$ cat src/rtl/instr_pkg.sv
// Shared definitions for the instruction dispatch front end:
// opcodes, dispatcher FSM states and fetch channel indices.
package instr_pkg;

    localparam logic [7:0] OP_NOP      = 8'h00;
    localparam logic [7:0] OP_FETCH    = 8'h02;
    localparam logic [7:0] OP_FETCH1   = 8'h04;
    localparam logic [7:0] OP_CONV_CFG = 8'h81;
    localparam logic [7:0] OP_CONV_RUN = 8'h82;
    localparam logic [7:0] OP_SYNC     = 8'hF0;
    localparam logic [7:0] OP_HALT     = 8'hFF;

    localparam int CH_FEATURE = 0;
    localparam int CH_WEIGHT  = 1;
    localparam int CH_BIAS    = 2;
    localparam int CH_SCALER  = 3;

    typedef enum logic [2:0] {
        S_IDLE,
        S_DECODE,
        S_ISSUE_FETCH,
        S_CONV,
        S_WAIT_SYNC,
        S_HALT
    } state_e;

endpackage

$ cat src/rtl/instr_fifo.sv
// Synchronous instruction queue with registered full/empty flags.
// Ports: push/wdata in, pop in, rdata = head entry, full/empty flags.
module instr_fifo #(
    parameter int W     = 64,
    parameter int DEPTH = 8
) (
    input  logic         clk,
    input  logic         rst,
    input  logic         push,
    input  logic [W-1:0] wdata,
    input  logic         pop,
    output logic [W-1:0] rdata,
    output logic         full,
    output logic         empty
);

    localparam int AW = $clog2(DEPTH);
    localparam logic [AW:0] FULL_CNT = (AW + 1)'(DEPTH);

    logic [W-1:0]  mem_q [DEPTH];
    logic [W-1:0]  mem_d [DEPTH];
    logic [AW-1:0] wr_ptr_q, wr_ptr_d;
    logic [AW-1:0] rd_ptr_q, rd_ptr_d;
    logic [AW:0]   cnt_q, cnt_d;
    logic          full_q, full_d;
    logic          empty_q, empty_d;
    logic          do_push, do_pop;

    // A push into a full queue is accepted only alongside a pop.
    assign do_push = push && (!full_q || pop);
    assign do_pop  = pop && !empty_q;

    always_comb begin
        mem_d    = mem_q;
        wr_ptr_d = wr_ptr_q;
        rd_ptr_d = rd_ptr_q;
        cnt_d    = cnt_q;
        if (do_push) begin
            mem_d[wr_ptr_q] = wdata;
            wr_ptr_d        = wr_ptr_q + AW'(1);
        end
        if (do_pop) begin
            rd_ptr_d = rd_ptr_q + AW'(1);
        end
        unique case ({do_push, do_pop})
            2'b10:   cnt_d = cnt_q + (AW + 1)'(1);
            2'b01:   cnt_d = cnt_q - (AW + 1)'(1);
            default: cnt_d = cnt_q;
        endcase
        full_d  = (cnt_d == FULL_CNT);
        empty_d = (cnt_d == '0);
    end

    always_ff @(posedge clk) begin
        mem_q <= mem_d;
    end

    always_ff @(posedge clk) begin
        if (rst) begin
            wr_ptr_q <= '0;
            rd_ptr_q <= '0;
            cnt_q    <= '0;
            full_q   <= 1'b0;
            empty_q  <= 1'b1;
        end else begin
            wr_ptr_q <= wr_ptr_d;
            rd_ptr_q <= rd_ptr_d;
            cnt_q    <= cnt_d;
            full_q   <= full_d;
            empty_q  <= empty_d;
        end
    end

    assign rdata = mem_q[rd_ptr_q];
    assign full  = full_q;
    assign empty = empty_q;

endmodule

$ cat src/rtl/instr_dispatch_unit.sv
// Instruction front end: queues instructions, decodes them and dispatches
// fetch commands (one-hot fetch_valid + payload) and conv config/start.
// Ports: instr valid/ready in, per-channel fetch valid/ready/done,
// conv cfg/start/done, status busy/halted/err_illegal.
module instr_dispatch_unit #(
    parameter int INSTR_W    = 64,
    parameter int FIFO_DEPTH = 8,
    parameter int NUM_CH     = 4
) (
    input  logic               clk,
    input  logic               rst,
    input  logic               instr_valid,
    output logic               instr_ready,
    input  logic [INSTR_W-1:0] instr,
    output logic [NUM_CH-1:0]  fetch_valid,
    input  logic [NUM_CH-1:0]  fetch_ready,
    input  logic [NUM_CH-1:0]  fetch_done,
    output logic [7:0]         fetch_type,
    output logic [15:0]        src_addr,
    output logic [7:0]         dst_addr,
    output logic [7:0]         mem_sel,
    output logic [7:0]         fetch_count,
    output logic [2:0]         cfg_kernel_size,
    output logic [7:0]         cfg_feature_size,
    output logic               cfg_lb_enable,
    output logic               cfg_lb_mode,
    output logic               cfg_feat_in_sel,
    output logic               cfg_feat_out_sel,
    output logic               conv_start,
    input  logic               conv_done,
    output logic               busy,
    output logic               halted,
    output logic               err_illegal
);

    import instr_pkg::*;

    localparam logic [3:0] NUM_CH_L = 4'(NUM_CH);

    function automatic logic [7:0] fld(input logic [INSTR_W-1:0] w,
                                       input int k);
        return w[INSTR_W-1-8*k -: 8];
    endfunction

    state_e               state_q, state_d;
    logic [INSTR_W-1:0]   instr_q, instr_d;
    logic [NUM_CH-1:0]    out_busy_q, out_busy_d;
    logic                 conv_busy_q, conv_busy_d;
    logic                 err_q, err_d;
    logic [2:0]           kern_q, kern_d;
    logic [7:0]           fsize_q, fsize_d;
    logic                 lb_en_q, lb_en_d;
    logic                 lb_mode_q, lb_mode_d;
    logic                 fin_q, fin_d;
    logic                 fout_q, fout_d;

    logic [INSTR_W-1:0]   head;
    logic                 fifo_full, fifo_empty, push, pop;
    logic [7:0]           head_op, head_f1, head_f2, head_f3;
    logic [7:0]           head_f4, head_f6;
    logic                 head_ch_bad;
    logic [7:0]           op_q, f1_q, f2_q, f3_q, f4_q, f5_q, f6_q, f7_q;
    logic [NUM_CH-1:0]    ch_sel;
    logic                 stall, issue, hs, more_work;
    logic                 unused_bits;

    assign push = instr_valid && !fifo_full;

    instr_fifo #(
        .W     (INSTR_W),
        .DEPTH (FIFO_DEPTH)
    ) u_fifo (
        .clk   (clk),
        .rst   (rst),
        .push  (push),
        .wdata (instr),
        .pop   (pop),
        .rdata (head),
        .full  (fifo_full),
        .empty (fifo_empty)
    );

    assign head_op = fld(head, 0);
    assign head_f1 = fld(head, 1);
    assign head_f2 = fld(head, 2);
    assign head_f3 = fld(head, 3);
    assign head_f4 = fld(head, 4);
    assign head_f6 = fld(head, 6);
    assign head_ch_bad = ({1'b0, head_f1[2:0]} >= NUM_CH_L);

    assign op_q = fld(instr_q, 0);
    assign f1_q = fld(instr_q, 1);
    assign f2_q = fld(instr_q, 2);
    assign f3_q = fld(instr_q, 3);
    assign f4_q = fld(instr_q, 4);
    assign f5_q = fld(instr_q, 5);
    assign f6_q = fld(instr_q, 6);
    assign f7_q = fld(instr_q, 7);

    assign unused_bits = ^{head, instr_q};

    always_comb begin
        ch_sel = '0;
        for (int i = 0; i < NUM_CH; i++) begin
            ch_sel[i] = (f1_q[2:0] == 3'(i));
        end
    end

    assign stall = |(ch_sel & out_busy_q);
    assign issue = (state_q == S_ISSUE_FETCH) && !stall;
    assign hs    = |(fetch_valid & fetch_ready);

    // Going straight back to DECODE keeps fetches at one per 2 cycles.
    assign more_work = !fifo_empty || push;

    assign fetch_valid = issue ? ch_sel : '0;
    assign fetch_type  = issue ? f1_q : 8'h00;
    assign src_addr    = issue ? {f2_q, f3_q} : 16'h0000;
    assign dst_addr    = issue ? {f4_q[3:0], f5_q[3:0]} : 8'h00;
    assign mem_sel     = issue ? f6_q : 8'h00;
    assign fetch_count = !issue ? 8'h00 :
                         (op_q == OP_FETCH1) ? 8'h01 : f7_q;

    always_comb begin
        state_d    = state_q;
        instr_d    = instr_q;
        // A new handshake outranks a coincident done on the same channel.
        out_busy_d = out_busy_q & ~fetch_done;
        conv_busy_d = conv_busy_q & ~conv_done;
        err_d      = err_q;
        kern_d     = kern_q;
        fsize_d    = fsize_q;
        lb_en_d    = lb_en_q;
        lb_mode_d  = lb_mode_q;
        fin_d      = fin_q;
        fout_d     = fout_q;
        pop        = 1'b0;
        conv_start = 1'b0;

        unique case (state_q)
            S_IDLE: begin
                if (more_work) state_d = S_DECODE;
            end
            S_DECODE: begin
                if (fifo_empty) begin
                    state_d = S_IDLE;
                end else begin
                    pop     = 1'b1;
                    instr_d = head;
                    state_d = S_IDLE;
                    unique case (head_op)
                        OP_NOP: ;
                        OP_FETCH, OP_FETCH1: begin
                            if (head_ch_bad) err_d = 1'b1;
                            else state_d = S_ISSUE_FETCH;
                        end
                        OP_CONV_CFG: begin
                            kern_d    = head_f3[2:0];
                            fsize_d   = head_f2;
                            lb_en_d   = head_f4[0];
                            lb_mode_d = head_f1[0];
                            fin_d     = head_f6[0];
                            fout_d    = head_f6[1];
                        end
                        OP_CONV_RUN: state_d = S_CONV;
                        OP_SYNC:     state_d = S_WAIT_SYNC;
                        OP_HALT:     state_d = S_HALT;
                        default:     err_d = 1'b1;
                    endcase
                end
            end
            S_ISSUE_FETCH: begin
                if (hs) begin
                    out_busy_d = out_busy_d | ch_sel;
                    state_d    = more_work ? S_DECODE : S_IDLE;
                end
            end
            S_CONV: begin
                if (out_busy_q == '0 && !conv_busy_q) begin
                    conv_start  = 1'b1;
                    conv_busy_d = 1'b1;
                    state_d     = more_work ? S_DECODE : S_IDLE;
                end
            end
            S_WAIT_SYNC: begin
                if (out_busy_q == '0 && !conv_busy_q) begin
                    state_d = more_work ? S_DECODE : S_IDLE;
                end
            end
            S_HALT: ;
            default: state_d = S_IDLE;
        endcase
    end

    always_ff @(posedge clk) begin
        if (rst) begin
            state_q     <= S_IDLE;
            instr_q     <= '0;
            out_busy_q  <= '0;
            conv_busy_q <= 1'b0;
            err_q       <= 1'b0;
            kern_q      <= '0;
            fsize_q     <= '0;
            lb_en_q     <= 1'b0;
            lb_mode_q   <= 1'b0;
            fin_q       <= 1'b0;
            fout_q      <= 1'b0;
        end else begin
            state_q     <= state_d;
            instr_q     <= instr_d;
            out_busy_q  <= out_busy_d;
            conv_busy_q <= conv_busy_d;
            err_q       <= err_d;
            kern_q      <= kern_d;
            fsize_q     <= fsize_d;
            lb_en_q     <= lb_en_d;
            lb_mode_q   <= lb_mode_d;
            fin_q       <= fin_d;
            fout_q      <= fout_d;
        end
    end

    assign instr_ready      = !fifo_full;
    assign cfg_kernel_size  = kern_q;
    assign cfg_feature_size = fsize_q;
    assign cfg_lb_enable    = lb_en_q;
    assign cfg_lb_mode      = lb_mode_q;
    assign cfg_feat_in_sel  = fin_q;
    assign cfg_feat_out_sel = fout_q;
    assign halted           = (state_q == S_HALT);
    assign err_illegal      = err_q;
    assign busy = !fifo_empty || (state_q != S_IDLE) ||
                  (|out_busy_q) || conv_busy_q;

endmodule

$ cat config.mk
export PLATFORM = sky130hd
export DESIGN_NAME = instr_dispatch_unit
export DESIGN_NICKNAME = d
export VERILOG_FILES = /design/src/rtl/instr_pkg.sv /design/src/rtl/instr_fifo.sv /design/src/rtl/instr_dispatch_unit.sv
export SDC_FILE = /design/constraint.sdc
export NUM_CORES = 1
export LEC_CHECK = 0
export BUFFER_PORTS_ARGS = -buffer_cell sky130_fd_sc_hd__buf_2
export CAP_MARGIN = 30
export CORE_MARGIN = 3
export CORE_UTILIZATION = 35
export DETAILED_ROUTE_END_ITERATION = 16
export PLACE_DENSITY = 0.6
export SLEW_MARGIN = 20
export SYNTH_ARGS = -nofsm -noshare
export SYNTH_HDL_FRONTEND = slang
export SYNTH_SLANG_ARGS = --single-unit
$ cat constraint.sdc
create_clock -name clk -period 10.4 [get_ports clk]
set_input_delay 2.08 -clock clk [delete_from_list [all_inputs] [get_ports clk]]
set_output_delay 2.08 -clock clk [all_outputs]
set_load 0.01 [all_outputs]
==> results_tabular.tex <==
\begin{tabular}{lr}
\hline
Metric & Value \\
\hline
\multicolumn{2}{l}{\textbf{Outcome}} \\
Outcome & completed \\
\multicolumn{2}{l}{\textbf{Layout}} \\
Commonest cells after routing, fill and taps aside & edfxtp\_1, buf\_2, mux4\_2, dfxtp\_1, nor2\_1 \\
Most common cell after layout, fill and taps aside & edfxtp\_1 \\
Share of cells above drive strength 1 & 29.0\% \\
Post-route standard cell area excluding fillers & 24200 um\^{}2 \\
Filler instances & 5141 \\
Final-stage net count & 1354 \\
Final standard cell count with taps included and fillers excluded & 2086 \\
Synthesis-to-finish area growth & 16.4\% \\
Util after Layout & 41.6\% \\
\multicolumn{2}{l}{\textbf{Critical path}} \\
Minimum setup slack among reg-to-reg paths & 6.25 ns \\
Slowest cell on the critical path & a21oi\_4 \\
Delay contributed by the slowest stage of the critical path & 0.59 ns \\
Launching element type of the critical path & register \\
Kind of end point of the critical path & primary output \\
Origin of the worst setup path & instr\_q[49]\$\_SDFFE\_PP0P\_ \\
Arrival time of the worst setup path & 3.84 ns \\
CP Data Required Time & 8.32 ns \\
Cell chain of the critical path & mux2\_2, a221o\_1, a21oi\_4, buf\_4, nor2b\_1, and2\_1, buf\_2 \\
Reg-to-reg endpoint & cfg\_feat\_in\_sel\$\_SDFFE\_PP0P\_ \\
Critical-path maximum fanout & 25 \\
Worst reg-to-reg path cell count & 8 \\
Crit Path Category & reg2out \\
Startpoint of the worst-slack reg-to-reg timing path & u\_fifo.rd\_ptr\_q[2]\$\_SDFFE\_PP0P\_ \\
\multicolumn{2}{l}{\textbf{Logic synthesis}} \\
Synthesized net count & 1201 \\
Instance count of the mapped netlist & 1119 \\
Post-synthesis area per instance & 18.6 um\^{}2 \\
Post-synth design cell area & 20800 um\^{}2 \\
Number of enable-type register cells in the synthesized netlist & 448 \\
Number of warning messages in the yosys log & 0 \\
\#FFs+latches synth & 540 \\
Most used flip-flop cell after synthesis & edfxtp\_1 \\
Cell variety after synth & 62 \\
Register area share after synthesis & 73.5\% \\
Library cell with the largest summed area after synthesis & edfxtp\_1 \\
Share of flip-flops with an asynchronous set or reset after synthesis & 0\% \\
Synth area leaders & edfxtp\_1, mux4\_2, dfxtp\_1 \\
Fraction of post-synthesis cell area in the top cell type by area & 64.6\% \\
\multicolumn{2}{l}{\textbf{Placement}} \\
Count of buffers from port buffering & 139 \\
Detailed placement HPWL & 25700 um \\
Place WS & 4.92 ns \\
Routability cong. & 0.759 \\
Cell count after placement & 1979 \\
Placed Instance Area & 22400 um\^{}2 \\
\multicolumn{2}{l}{\textbf{Clock network}} \\
Number of buffers added to fix hold violations after cts & 0 \\
Resized Gates After CTS & 0 \\
CTS Root Buffer Type & clkbuf\_16 \\
Clock buffers created by TritonCTS & 54 \\
Clk\_lat worst skew & 0.61 ns \\
Clock tree from TritonCTS & done \\
Postcts setup bufs & 0 \\
Sink Count & 540 \\
Clk buf depth & 3 \\
CTS H-tree depth & 2 \\
Register clock-pin slew on the reported worst setup and hold paths & 0.06 ns \\
\multicolumn{2}{l}{\textbf{Drt}} \\
Max Used Layer & met5 \\
Vias per cell & 5.08 \\
Metal2 WL & 21500 um \\
Via total after detailed routing & 10600 \\
DRC violation count after routing & 0 \\
Met3 routed wirelength & 2200 um \\
Number of detailed-route iterations in the first pass & 7 \\
Initial DRC count & 748 \\
Total detailed-routing wirelength & 45700 um \\
Wire per inst & 21.9 um \\
Routed length on met1 & 21000 um \\
Post-DRT Antenna Nets & 0 \\
\multicolumn{2}{l}{\textbf{Global route}} \\
Initial antenna violation count & 12 \\
Pin count of the biggest net entering global routing & 82 \\
Aggregate global-route resource usage & 14.6\% \\
Gr ovfl total & 0 \\
First-pass GRT wire length & 69000 um \\
Number of global-route vias before repair & 11100 \\
\multicolumn{2}{l}{\textbf{Pwr}} \\
Worst voltage drop across the vdd grid & 0.161 mV \\
Leakage & 7.90 nW \\
Switching power as a share of total power & 21.8\% \\
Total internal power & 3.64 mW \\
Sequential fraction of design power & 52.5\% \\
Comb pwr share & 6.5\% \\
Final Total Pwr & 4.66 mW \\
Share of power burned in the clock network & 41.0\% \\
Cell Pwr Density & 192 nW/um\^{}2 \\
Net switching component of the power & 1.02 mW \\
\multicolumn{2}{l}{\textbf{Worst hold path}} \\
Endpoint with the worst hold slack & instr\_q[32]\$\_SDFFE\_PP0P\_ \\
Worst hold path class & reg2reg \\
Cell depth of the worst min-delay path & 1 \\
Launch point of the worst hold path & instr\_q[32]\$\_SDFFE\_PP0P\_ \\
\multicolumn{2}{l}{\textbf{STA}} \\
Worst-margin pin slew & 0.987 ns \\
Worst Skew & 0.0183 ns \\
Final Slew Violations & 0 \\
Final setup TNS & 0 ns \\
Setup repair after global routing missed its margin & no \\
Relative slew slack & 34.2\% \\
Period utilization & 56.9\% \\
Peak clock frequency supported by timing & 169 MHz \\
Final setup violation count & 0 \\
Post-route minimum period & 5.92 ns \\
Worst Hold Margin & 0.457 ns \\
Number of hold violations in the final report & 0 \\
Least setup slack across all paths after layout & 4.48 ns \\
\multicolumn{2}{l}{\textbf{Floorplanning}} \\
Number of rows in the core area & 88 \\
Total Die Area & 62500 um\^{}2 \\
Core region area & 58200 um\^{}2 \\
Width of the die & 250 um \\
Overall die height & 250 um \\
Initial Utilization & 35.7\% \\
Top-Level Pins & 148 \\
\multicolumn{2}{l}{\textbf{Run}} \\
Number of maximum-capacitance constraint violations & 0 \\
\hline
\end{tabular}
## kinds of logic after synthesis
kind of cell / after synthesis / synth area share [%]
xor+xnor: 7 / 0.294
buf+inv: 74 / 1.73
simple gates: 190 / 4.78
flops: 540 / 73.5
compound gates: 135 / 4.51
fa+ha+maj: 6 / 0.397
mux: 167 / 14.8
## power groups by stage
stage / combinational (mW) / sequential [mW] / clock (mW)
finish: 0.304 / 2.44 / 1.91
global route: 0.338 / 2.45 / 2.05
CTS: 0.309 / 2.45 / 1.97
detailed placement: 0.307 / 2.49 / 0
global placement: 0.300 / 2.49 / 0
floorplan: 0.224 / 2.47 / 0
## synthesized netlist by cell type (15+ instances only)
library cell  instances
nor2_1               76
clkbuf_1             36
buf_2                16
mux2i_1              48
and2_1               47
a21oi_1              36
edfxtp_1            448
a211oi_1             43
dfxtp_1              92
mux4_2              100
o21a_1               15
nand2_1              17
## per-layer routing
layer | vias up | GRT usage [%]
li1 | 4794 | -
met1 | 5512 | 20.1
met2 | 217 | 23.6
met3 | 69 | 3.04
met4 | 8 | 4.09
met5 | - | 0
## flip-flops by register name, indices dropped and copies added (netlist names)
name	count
u_fifo.mem_q	448
instr_q	56
cfg_feature_size	8
out_busy_q	4
u_fifo.cnt_q	4
cfg_kernel_size	3
state_q	3
u_fifo.rd_ptr_q	3
u_fifo.wr_ptr_q	3
cfg_feat_in_sel	1
cfg_feat_out_sel	1
cfg_lb_enable	1
cfg_lb_mode	1
conv_busy_q	1
err_illegal	1
u_fifo.empty	1
u_fifo.full	1
## cell type report
class | count | area [um^2] | area share (%)
multi-input combinational | 505 | 5230 | 21.6
tap | 765 | 957 | 3.95
inverter | 10 | 40.0 | 0.165
timing repair buffer | 161 | 928 | 3.83
clock buffer | 76 | 1530 | 6.29
clock inverter | 26 | 235 | 0.971
sequential | 540 | 15300 | 63.2
antenna | 3 | 7.51 | 0.0310
## critical path, delay by kind of cell (launching register included)
kind	cells	cell delay (ns)
muxes	1	0.40
DFF	1	0.50
buffers and inverters	2	0.50
and+or+nand+nor	2	0.76
AOI/OAI and AO/OA	2	1.02
## how the worst max path moves through the flow
stage	end	depth (start not counted)
5_1_grt	fetch_count[1]	7
3_5_place_dp	fetch_count[1]	7
3_3_place_gp	fetch_count[1]	7
6_report	fetch_count[1]	7
2_1_floorplan	u_fifo.mem_q[448]$_DFFE_PP_	3
4_1_cts	fetch_count[1]	7
(Power assumes the default switching activity.)
